===== config.mk =====
export PLATFORM = sky130hd
export DESIGN_NAME = fdma_port_arbiter
export DESIGN_NICKNAME = d
export VERILOG_FILES = /design/src/rtl/fdma_pkg.sv /design/src/rtl/fdma_chan_sched.sv /design/src/rtl/fdma_port_arbiter.sv
export SDC_FILE = /design/constraint.sdc
export NUM_CORES = 1
export LEC_CHECK = 0
export CAP_MARGIN = 40
export CORE_AREA = 2 2 613 615
export CTS_CLUSTER_SIZE = 25
export DETAILED_ROUTE_END_ITERATION = 16
export DIE_AREA = 0 0 615 617
export GPL_TIMING_DRIVEN = 0
export HOLD_SLACK_MARGIN = 0.15
export PLACE_DENSITY = 0.3
export SYNTH_ARGS = -nofsm -noshare
export SYNTH_HDL_FRONTEND = slang
export SYNTH_SLANG_ARGS = --single-unit

===== constraint.sdc =====
create_clock -name m_axi_aclk -period 6 [get_ports m_axi_aclk]
set_input_delay 1.2 -clock m_axi_aclk [delete_from_list [all_inputs] [get_ports m_axi_aclk]]
set_output_delay 1.2 -clock m_axi_aclk [all_outputs]
set_load 0.05 [all_outputs]

===== src/rtl/fdma_pkg.sv =====
// fdma_pkg: shared definitions for the FDMA port arbiter.
//   sched_state_e : per-direction scheduler state (IDLE/ISSUE/RUN/DONE)
//   STATS_CNT_W   : width of the per-channel completion counters that
//                   exist when FDMA_ARB_STATS_EN is defined
package fdma_pkg;

  typedef enum logic [1:0] {
    IDLE  = 2'd0,
    ISSUE = 2'd1,
    RUN   = 2'd2,
    DONE  = 2'd3
  } sched_state_e;

  localparam int unsigned STATS_CNT_W = 16;

endpackage


===== src/rtl/fdma_chan_sched.sv =====
// fdma_chan_sched: round-robin scheduler for one FDMA direction.
// Picks a pending requester, latches its address/size, issues one FDMA
// request, waits for the FDMA engine to finish and pulses done.
// Ports:
//   clk, rst_n           clock, asynchronous active-low reset
//   ch_areq/addr/size    per-channel request level, start address, beats
//   ch_busy, ch_done     per-channel accepted flag and completion pulse
//   fdma_areq/addr/size  request towards the FDMA engine
//   fdma_busy            FDMA engine transfer in progress
//   run, grant           data-routing enable and granted channel index
module fdma_chan_sched
  import fdma_pkg::*;
#(
  parameter int NUM_CH = 4,
  parameter int ADDR_W = 32,
  parameter int IDX_W  = 2
) (
  input  logic                     clk,
  input  logic                     rst_n,
  input  logic [NUM_CH-1:0]        ch_areq,
  input  logic [NUM_CH*ADDR_W-1:0] ch_addr,
  input  logic [NUM_CH*32-1:0]     ch_size,
  output logic [NUM_CH-1:0]        ch_busy,
  output logic [NUM_CH-1:0]        ch_done,
  output logic                     fdma_areq,
  output logic [ADDR_W-1:0]        fdma_addr,
  output logic [31:0]              fdma_size,
  input  logic                     fdma_busy,
  output logic                     run,
  output logic [IDX_W-1:0]         grant
);

  sched_state_e        state_q, state_d;
  logic [IDX_W-1:0]    grant_q, grant_d;
  logic [IDX_W-1:0]    last_q, last_d;
  logic [ADDR_W-1:0]   addr_q, addr_d;
  logic [31:0]         size_q, size_d;
  logic [NUM_CH-1:0]   busy_q, busy_d;
  logic [NUM_CH-1:0]   pending;
  logic                pick_vld;
  logic [IDX_W-1:0]    pick_idx;
  logic [IDX_W-1:0]    cand;

  assign pending = ch_areq & ~busy_q;

  // Walk from the farthest candidate back to last+1 so the nearest pending
  // channel after the previous grant is the one left in pick_idx.
  always_comb begin
    pick_vld = 1'b0;
    pick_idx = last_q;
    cand     = '0;
    for (int i = NUM_CH; i >= 1; i--) begin
      cand = IDX_W'((int'(last_q) + i) % NUM_CH);
      if (pending[cand]) begin
        pick_vld = 1'b1;
        pick_idx = cand;
      end
    end
  end

  always_comb begin
    state_d = state_q;
    grant_d = grant_q;
    last_d  = last_q;
    addr_d  = addr_q;
    size_d  = size_q;
    busy_d  = busy_q;
    unique case (state_q)
      IDLE: begin
        if (pick_vld) begin
          grant_d          = pick_idx;
          addr_d           = ch_addr[pick_idx*ADDR_W +: ADDR_W];
          size_d           = ch_size[pick_idx*32 +: 32];
          busy_d[pick_idx] = 1'b1;
          // Zero-length transfers never reach the FDMA engine.
          state_d = (ch_size[pick_idx*32 +: 32] == 32'd0) ? DONE : ISSUE;
        end
      end
      ISSUE: begin
        if (fdma_busy) state_d = RUN;
      end
      RUN: begin
        if (!fdma_busy) state_d = DONE;
      end
      DONE: begin
        busy_d[grant_q] = 1'b0;
        last_d          = grant_q;
        state_d         = IDLE;
      end
      default: state_d = IDLE;
    endcase
  end

  always_ff @(posedge clk or negedge rst_n) begin
    if (!rst_n) begin
      state_q <= IDLE;
      grant_q <= '0;
      last_q  <= IDX_W'(NUM_CH - 1);
      addr_q  <= '0;
      size_q  <= '0;
      busy_q  <= '0;
    end else begin
      state_q <= state_d;
      grant_q <= grant_d;
      last_q  <= last_d;
      addr_q  <= addr_d;
      size_q  <= size_d;
      busy_q  <= busy_d;
    end
  end

  always_comb begin
    ch_done = '0;
    if (state_q == DONE) ch_done[grant_q] = 1'b1;
  end

  assign ch_busy   = busy_q;
  assign fdma_areq = (state_q == ISSUE);
  assign fdma_addr = addr_q;
  assign fdma_size = size_q;
  assign run       = (state_q == RUN);
  assign grant     = grant_q;

endmodule


===== src/rtl/fdma_port_arbiter.sv =====
// fdma_port_arbiter: shares one FDMA write port and one FDMA read port
// between NUM_CH requesters, one independent round-robin scheduler per
// direction. Data is routed only to/from the granted channel while its
// transfer is running; read data is broadcast to all channels.
// Ports:
//   m_axi_aclk, m_axi_aresetn         clock, asynchronous active-low reset
//   ch_{w,r}_areq/addr/size           per-channel requests (packed, ch i at slice i)
//   ch_{w,r}_busy, ch_{w,r}_done      per-channel status
//   ch_w_data/valid/ready             write data streams from the channels
//   ch_r_data/valid/ready             read data stream to the channels
//   fdma_{w,r}_*                      single FDMA write/read port
// Optional: FDMA_ARB_STATS_EN adds w_done_cnt/r_done_cnt, 16-bit wrapping
// per-channel completion counters (size-0 requests included).
module fdma_port_arbiter
  import fdma_pkg::*;
#(
  parameter int NUM_CH = 4,
  parameter int ADDR_W = 32,
  parameter int DATA_W = 128
) (
  input  logic                          m_axi_aclk,
  input  logic                          m_axi_aresetn,
`ifdef FDMA_ARB_STATS_EN
  output logic [NUM_CH*STATS_CNT_W-1:0] w_done_cnt,
  output logic [NUM_CH*STATS_CNT_W-1:0] r_done_cnt,
`endif
  input  logic [NUM_CH-1:0]             ch_w_areq,
  input  logic [NUM_CH*ADDR_W-1:0]      ch_w_addr,
  input  logic [NUM_CH*32-1:0]          ch_w_size,
  output logic [NUM_CH-1:0]             ch_w_busy,
  output logic [NUM_CH-1:0]             ch_w_done,
  input  logic [NUM_CH*DATA_W-1:0]      ch_w_data,
  output logic [NUM_CH-1:0]             ch_w_valid,
  input  logic [NUM_CH-1:0]             ch_w_ready,
  input  logic [NUM_CH-1:0]             ch_r_areq,
  input  logic [NUM_CH*ADDR_W-1:0]      ch_r_addr,
  input  logic [NUM_CH*32-1:0]          ch_r_size,
  output logic [NUM_CH-1:0]             ch_r_busy,
  output logic [NUM_CH-1:0]             ch_r_done,
  output logic [DATA_W-1:0]             ch_r_data,
  output logic [NUM_CH-1:0]             ch_r_valid,
  input  logic [NUM_CH-1:0]             ch_r_ready,
  output logic [ADDR_W-1:0]             fdma_w_addr,
  output logic                          fdma_w_areq,
  output logic [31:0]                   fdma_w_size,
  input  logic                          fdma_w_busy,
  output logic [DATA_W-1:0]             fdma_w_data,
  input  logic                          fdma_w_valid,
  output logic                          fdma_w_ready,
  output logic [ADDR_W-1:0]             fdma_r_addr,
  output logic                          fdma_r_areq,
  output logic [31:0]                   fdma_r_size,
  input  logic                          fdma_r_busy,
  input  logic [DATA_W-1:0]             fdma_r_data,
  input  logic                          fdma_r_valid,
  output logic                          fdma_r_ready
);

  localparam int IDX_W = (NUM_CH > 1) ? $clog2(NUM_CH) : 1;

  logic             w_run, r_run;
  logic [IDX_W-1:0] w_grant, r_grant;

  fdma_chan_sched #(.NUM_CH(NUM_CH), .ADDR_W(ADDR_W), .IDX_W(IDX_W)) u_w_sched (
    .clk       (m_axi_aclk),
    .rst_n     (m_axi_aresetn),
    .ch_areq   (ch_w_areq),
    .ch_addr   (ch_w_addr),
    .ch_size   (ch_w_size),
    .ch_busy   (ch_w_busy),
    .ch_done   (ch_w_done),
    .fdma_areq (fdma_w_areq),
    .fdma_addr (fdma_w_addr),
    .fdma_size (fdma_w_size),
    .fdma_busy (fdma_w_busy),
    .run       (w_run),
    .grant     (w_grant)
  );

  fdma_chan_sched #(.NUM_CH(NUM_CH), .ADDR_W(ADDR_W), .IDX_W(IDX_W)) u_r_sched (
    .clk       (m_axi_aclk),
    .rst_n     (m_axi_aresetn),
    .ch_areq   (ch_r_areq),
    .ch_addr   (ch_r_addr),
    .ch_size   (ch_r_size),
    .ch_busy   (ch_r_busy),
    .ch_done   (ch_r_done),
    .fdma_areq (fdma_r_areq),
    .fdma_addr (fdma_r_addr),
    .fdma_size (fdma_r_size),
    .fdma_busy (fdma_r_busy),
    .run       (r_run),
    .grant     (r_grant)
  );

  // Outside RUN every routed signal is held low so a channel never sees a
  // handshake belonging to another channel's transfer.
  always_comb begin
    fdma_w_data  = '0;
    fdma_w_ready = 1'b0;
    ch_w_valid   = '0;
    if (w_run) begin
      fdma_w_data         = ch_w_data[w_grant*DATA_W +: DATA_W];
      fdma_w_ready        = ch_w_ready[w_grant];
      ch_w_valid[w_grant] = fdma_w_valid;
    end
  end

  always_comb begin
    fdma_r_ready = 1'b0;
    ch_r_valid   = '0;
    if (r_run) begin
      fdma_r_ready        = ch_r_ready[r_grant];
      ch_r_valid[r_grant] = fdma_r_valid;
    end
  end

  assign ch_r_data = fdma_r_data;

`ifdef FDMA_ARB_STATS_EN
  logic [NUM_CH*STATS_CNT_W-1:0] w_cnt_q, w_cnt_d, r_cnt_q, r_cnt_d;

  always_comb begin
    w_cnt_d = w_cnt_q;
    r_cnt_d = r_cnt_q;
    for (int c = 0; c < NUM_CH; c++) begin
      if (ch_w_done[c])
        w_cnt_d[c*STATS_CNT_W +: STATS_CNT_W] = w_cnt_q[c*STATS_CNT_W +: STATS_CNT_W] + STATS_CNT_W'(1);
      if (ch_r_done[c])
        r_cnt_d[c*STATS_CNT_W +: STATS_CNT_W] = r_cnt_q[c*STATS_CNT_W +: STATS_CNT_W] + STATS_CNT_W'(1);
    end
  end

  always_ff @(posedge m_axi_aclk or negedge m_axi_aresetn) begin
    if (!m_axi_aresetn) begin
      w_cnt_q <= '0;
      r_cnt_q <= '0;
    end else begin
      w_cnt_q <= w_cnt_d;
      r_cnt_q <= r_cnt_d;
    end
  end

  assign w_done_cnt = w_cnt_q;
  assign r_done_cnt = r_cnt_q;
`endif

endmodule


-- Yosys cells after proc, flatten, opt, wreduce, memory -nomap -nowiden
Cells that the tools add are included.
- word-level logic and storage cells: 146
- output and inout port bits: 412
- flip-flop bits (word level): 148
- bitwise logic cells: 12
- reductions and logical operators: 16
- mux-type cells: 65
- shifts and indexed selects: 5
- add/sub/neg operators: 8
- magnitude comparators: 16
- equal/unequal tests: 12
- operator list (operator ; number):
    $shiftx A128 B8 Y32 ; 4
    $shiftx A512 B10 Y128 ; 1
    $mux W128 ; 1
    $logic_not A32 Y1 ; 2
    $lt A2 B3 Y1 const B ; 12
    $mux W2 ; 16
    $and A4 B4 Y4 ; 6
    $mux W1 ; 24
    $mux W4 ; 6
    $bmux W1 S2 ; 10
    $not A4 Y4 ; 4
    $pmux W2 S4 ; 2
    $pmux W4 S2 ; 2
    $add A2 B1 Y2 const B ; 4
    $add A2 B2 Y2 const B ; 4
    $demux W1 S2 ; 4
    $eq A2 B2 Y1 const B ; 4
    $ge A2 B1 Y1 const B ; 4
    $ne A2 B1 Y1 const B ; 4
    $or A4 B4 Y4 ; 2
    $reduce_and A2 Y1 ; 4
    $reduce_and A3 Y1 ; 2
    $eq A2 B1 Y1 const B ; 2
    $logic_and A1 B1 Y1 ; 4
    other kinds (3) ; 6

-- Depth between registers and ports, before layout
- depth in word-level cells: 15
- gate-level depth with buffers: 12
- mapped depth without buffers: 10

-- By module
From an unflattened synthesis, not the netlist that was laid out.
- cells, all modules: 1820
- area total of the unflattened synthesis: 15139.5 sq um
- by module, submodules not included (module ; sequential area each (sq um) ; area an instance (sq um) ; times used ; cells an instance):
    fdma_chan_sched ; 1854.3 ; 5084.9 ; 2 ; 615
    fdma_port_arbiter ; 0.0 ; 4969.8 ; 1 ; 590

-- Worst setup path after synthesis
Ideal clock, no wire load.
- path type: reg-to-output
- start: register u_w_sched.grant_q[1], in the netlist u_w_sched.grant[1]
- end: output port ch_w_valid[2]
- slack: 2.417 ns
- arrival time: 2.383 ns
- required time: 4.800 ns
- cell stages (with the launch flop): 6
- buffers on the path: 3
- cell sequence: dfrtp_1 > clkbuf_1 > clkbuf_1 > clkbuf_1 > inv_1 > nor3_1
- word-level cells in the longest chain between the ends: 6
- ends and longest elaborated chain (element ; line ; RTL):
    from (decl) ; fdma_chan_sched.sv:34 ; logic [IDX_W-1:0] grant_q, grant_d;
    from (signal assigned) ; fdma_chan_sched.sv:104 ; grant_q <= grant_d;
    $lt A2 B3 Y1 (not written as such) / $ge A2 B1 Y1 (equally long branches) ; fdma_port_arbiter.sv:105 ; ch_w_valid[w_grant] = fdma_w_valid;
    $logic_and A1 B1 Y1 (not written as such) ; fdma_port_arbiter.sv:105 ;
    $mux W1 (not written as such) ; fdma_port_arbiter.sv:105 ;
    $demux W1 S2 (*) ; - ;
    $and A4 B4 Y4 (no line) (*) ; - ;
    $mux W4 (*) ; fdma_port_arbiter.sv:102 ; if (w_run) begin
    to (decl) ; fdma_port_arbiter.sv:33 ; output logic [NUM_CH-1:0] ch_w_valid,
Mark *: on every way between the ends. The rest lies on a longest branch, timed or not.

-- Final worst setup path
- start: register u_w_sched.grant_q[1], in the netlist u_w_sched.grant[1]
- end: output port fdma_w_data[99]
- word-level cells in the longest chain between the ends: 2
- ends and longest elaborated chain (element ; line ; RTL):
    $shiftx A512 B10 Y128 ; fdma_port_arbiter.sv:103 ; fdma_w_data = ch_w_data[w_grant*DATA_W +: DATA_W];
    $mux W128 ; fdma_port_arbiter.sv:102 ;
    to (decl) ; fdma_port_arbiter.sv:47 ; output logic [DATA_W-1:0] fdma_w_data,
Every way passes these cells.

==> metrics <==
Hold WS 483 ps; outcome completed; CTS root buffer clkbuf_16; synth-to-layout area growth 165%; HP Class reg -> reg; register area share after synthesis 24.7%; Initial DRT Pass Iterations 5; synthesized area per cell 9.39 sq um; die footprint 0.379 sq mm; PwrDens 531 mW/mm^2; max_cap viols 0; TritonCTS clock tree built; Max FO, Critical Path 10; ys async rst share 100%; VDD IR max 0.000230 V; routed wire length 259 mm; Synth warnings 0; Fin. Hold Viols 0; hold path start u_r_sched.fdma_addr[6]; drt drc 0; initial antenna violation count 160; clk sinks 148; R2R Path Start u_w_sched.ch_busy[2]; WP data required 4800 ps; Worst Max-Slew Pin Slew 924 ps; CP startpoint u_w_sched.grant[1]; CTS Buffer Depth 3; via count 21300; CP startpoint kind flip-flop; crit path capture type output port; layout cells sized above 1 18.0%; worst clock skew 83.7 ps; Top Ports 1586; Crit Path Class reg -> out; starting density of the core 4.02%; Leak 14.0 nW; min Tclk post-route 5590 ps; post-synthesis register bit count 148; nets 4410; Routed WL per cell 31.3 um; Die W 615 um; syn nets 2784; Mapped Cells 1600; die height 617 um; fmax 179 MHz; unrepaired setup endpoints after global routing false; Slew Limit Fails 0; H-tree depth 4; Post-CTS Resized 0; Final period util 93.2%; largest net degree at the start of global routing 76; Routed Antenna Nets 0; most used flip-flop cell after synthesis dfrtp_1; first-pass GRT wire length 307 mm; Post-synth EDFFs 0; IO Port Bufs 1457; Post-CTS Repair Setup Buffers 0; final-report setup violation count 0; Tot Pwr 21.1 mW; drt initial violations 1534; vias per inst 2.57; row count 225; clock insertion delay at the later pin of the skew report 600 ps; Data arrival, critical path 4390 ps; Inserted Clock Buffers 21; total gr overflow 0; Max transition margin 38.4%; CORE AREA 0.374 sq mm; GRT Util Overall 13.1%; mapped cell area 0.0150 sq mm; Detailed Place HPWL 241 mm; CTS Hold Bufs 0; clock-pin transition on the worst setup and hold timing paths 90 ps; routability congestion estimate from global placement 0.924; post-synthesis cell type count 46; vias in the first global route 21800
cells in the final DEF (no fill, tap or decap), types with 7 or more instances in the layout:
cell type	n
diode_2	33
inv_1	11
clkbuf_1	70
nand3_1	47
buf_1	20
o21ai_0	124
buf_2	23
buf_8	34
mux2_2	94
o21ai_1	7
ha_1	10
buf_16	84
clkdlybuf4s50_1	1454
buf_4	145
clkbuf_16	21
clkbuf_2	10
nor2_1	145
nand2_1	184
mux2i_1	193
and2_1	136
buf_6	16
dfrtp_1	144
nor4_1	8
mux4_2	130
a21oi_1	42
worst max-delay path, cell delays in order, from the launching register on:
cell and delay (ps):
dfrtp_1 330, clkbuf_1 390, clkbuf_2 570, buf_16 210
clkbuf_2 590, mux4_2 530, and2_1 170, clkdlybuf4s50_1 970
synthesized netlist by cell type (6+ instances only):
library cell  instances  area share (%)
nand2b_1              6            0.25
mux2i_1             193              13
mux2_2               94             7.0
ha_1                 10            0.83
nor4_1                8            0.33
a31oi_1               6            0.25
dfrtp_1             144              24
buf_2                19            0.63
a21oi_1              42             1.4
inv_1                11            0.27
buf_4               131             6.5
clkbuf_1             80             2.0
nand2_1             184             4.6
nand3_1              47             1.6
and2_1              136             5.7
nor2_1              145             3.6
buf_1                22            0.55
mux4_2              130              19
nor3_1                6            0.20
o21ai_0             128             4.3
layout make-up:
| cell class | instances | area (sq um) |
|---|---|---|
| Antenna cell | 33 | 82.6 |
| Buffer | 255 | 1510 |
| Clock inverter | 12 | 164 |
| Sequential cell | 148 | 3710 |
| Fill cell | 43100 | 334000 |
| Multi-Input combinational cell | 1185 | 9780 |
| Tap cell | 4994 | 6250 |
| Inverter | 12 | 45.0 |
| Clock buffer | 21 | 526 |
| Timing Repair Buffer | 1603 | 17700 |
per-stage QoR:
step | setup TNS, ps | worst slack [ps] | area [sq um] | util, % | std cells
2_1_floorplan | 0 | 2420 | 15000 | - | 1600
3_3_place_gp | -654960 | -4400 | 35900 | 9.60 | 8051
3_5_place_dp | -164 | -77.7 | 38900 | 10.4 | 8195
4_1_cts | 0 | 72.7 | 39600 | 10.6 | 8228
5_1_grt | 0 | 174 | 39700 | 10.6 | 8242
6_report | 0 | 411 | 39700 | 10.6 | 8263
logic make-up (layout without fill, tap and decap cells):
group,Yosys count,in the layout,share of synthesized area [%]
multiplexers,417,417,39.4
flip-flops,148,148,24.7
AND/OR/NAND/NOR,558,558,17.5
AO/OA/AOI/OAI,200,200,7.32
buffers and inverters,267,1903,10.3
adder cells (fa/ha/maj),10,10,0.833
other,0,33,0
sequential cells by signal (all words and copies together) (netlist names):
| signal | count |
|---|---|
| u_r_sched.ch_busy | 4 |
| u_r_sched.fdma_addr | 32 |
| u_r_sched.fdma_size | 32 |
| u_r_sched.grant | 2 |
| u_r_sched.last_q | 2 |
| u_r_sched.state_q | 2 |
| u_w_sched.ch_busy | 4 |
| u_w_sched.fdma_addr | 32 |
| u_w_sched.fdma_size | 32 |
| u_w_sched.grant | 2 |
| u_w_sched.last_q | 2 |
| u_w_sched.state_q | 2 |
metal layers:
layer / wire length, um / GRT usage (%) / up-vias
met2: 127000 / 22.8 / 1289
met5: 291 / 0 / -
met1: 106000 / 16.0 / 10800
li1: - / - / 8895
met4: 4180 / 2.08 / 44
met3: 20900 / 4.00 / 245
report_power, final:
part | total, mW | internal [mW] | switching, mW
Clock | 1.48 | 0.783 | 0.699
Combinational | 17.7 | 6.50 | 11.2
Sequential | 1.91 | 1.53 | 0.378
Total | 21.1 | 8.81 | 12.3
final timing paths:
check	to	slack, ps	cells past startpoint
max	fdma_w_data[99]	410	7
min	u_r_sched.fdma_addr[6]	480	2
max reg2reg	u_w_sched.fdma_addr[7]	1200	13
min reg2reg	u_r_sched.fdma_addr[6]	480	2
max in group asynchronous	u_w_sched.grant[0]	4200	2
min in group asynchronous	u_r_sched.fdma_size[13]	610	1
No activity file was read; power rests on OpenSTA's default activity.
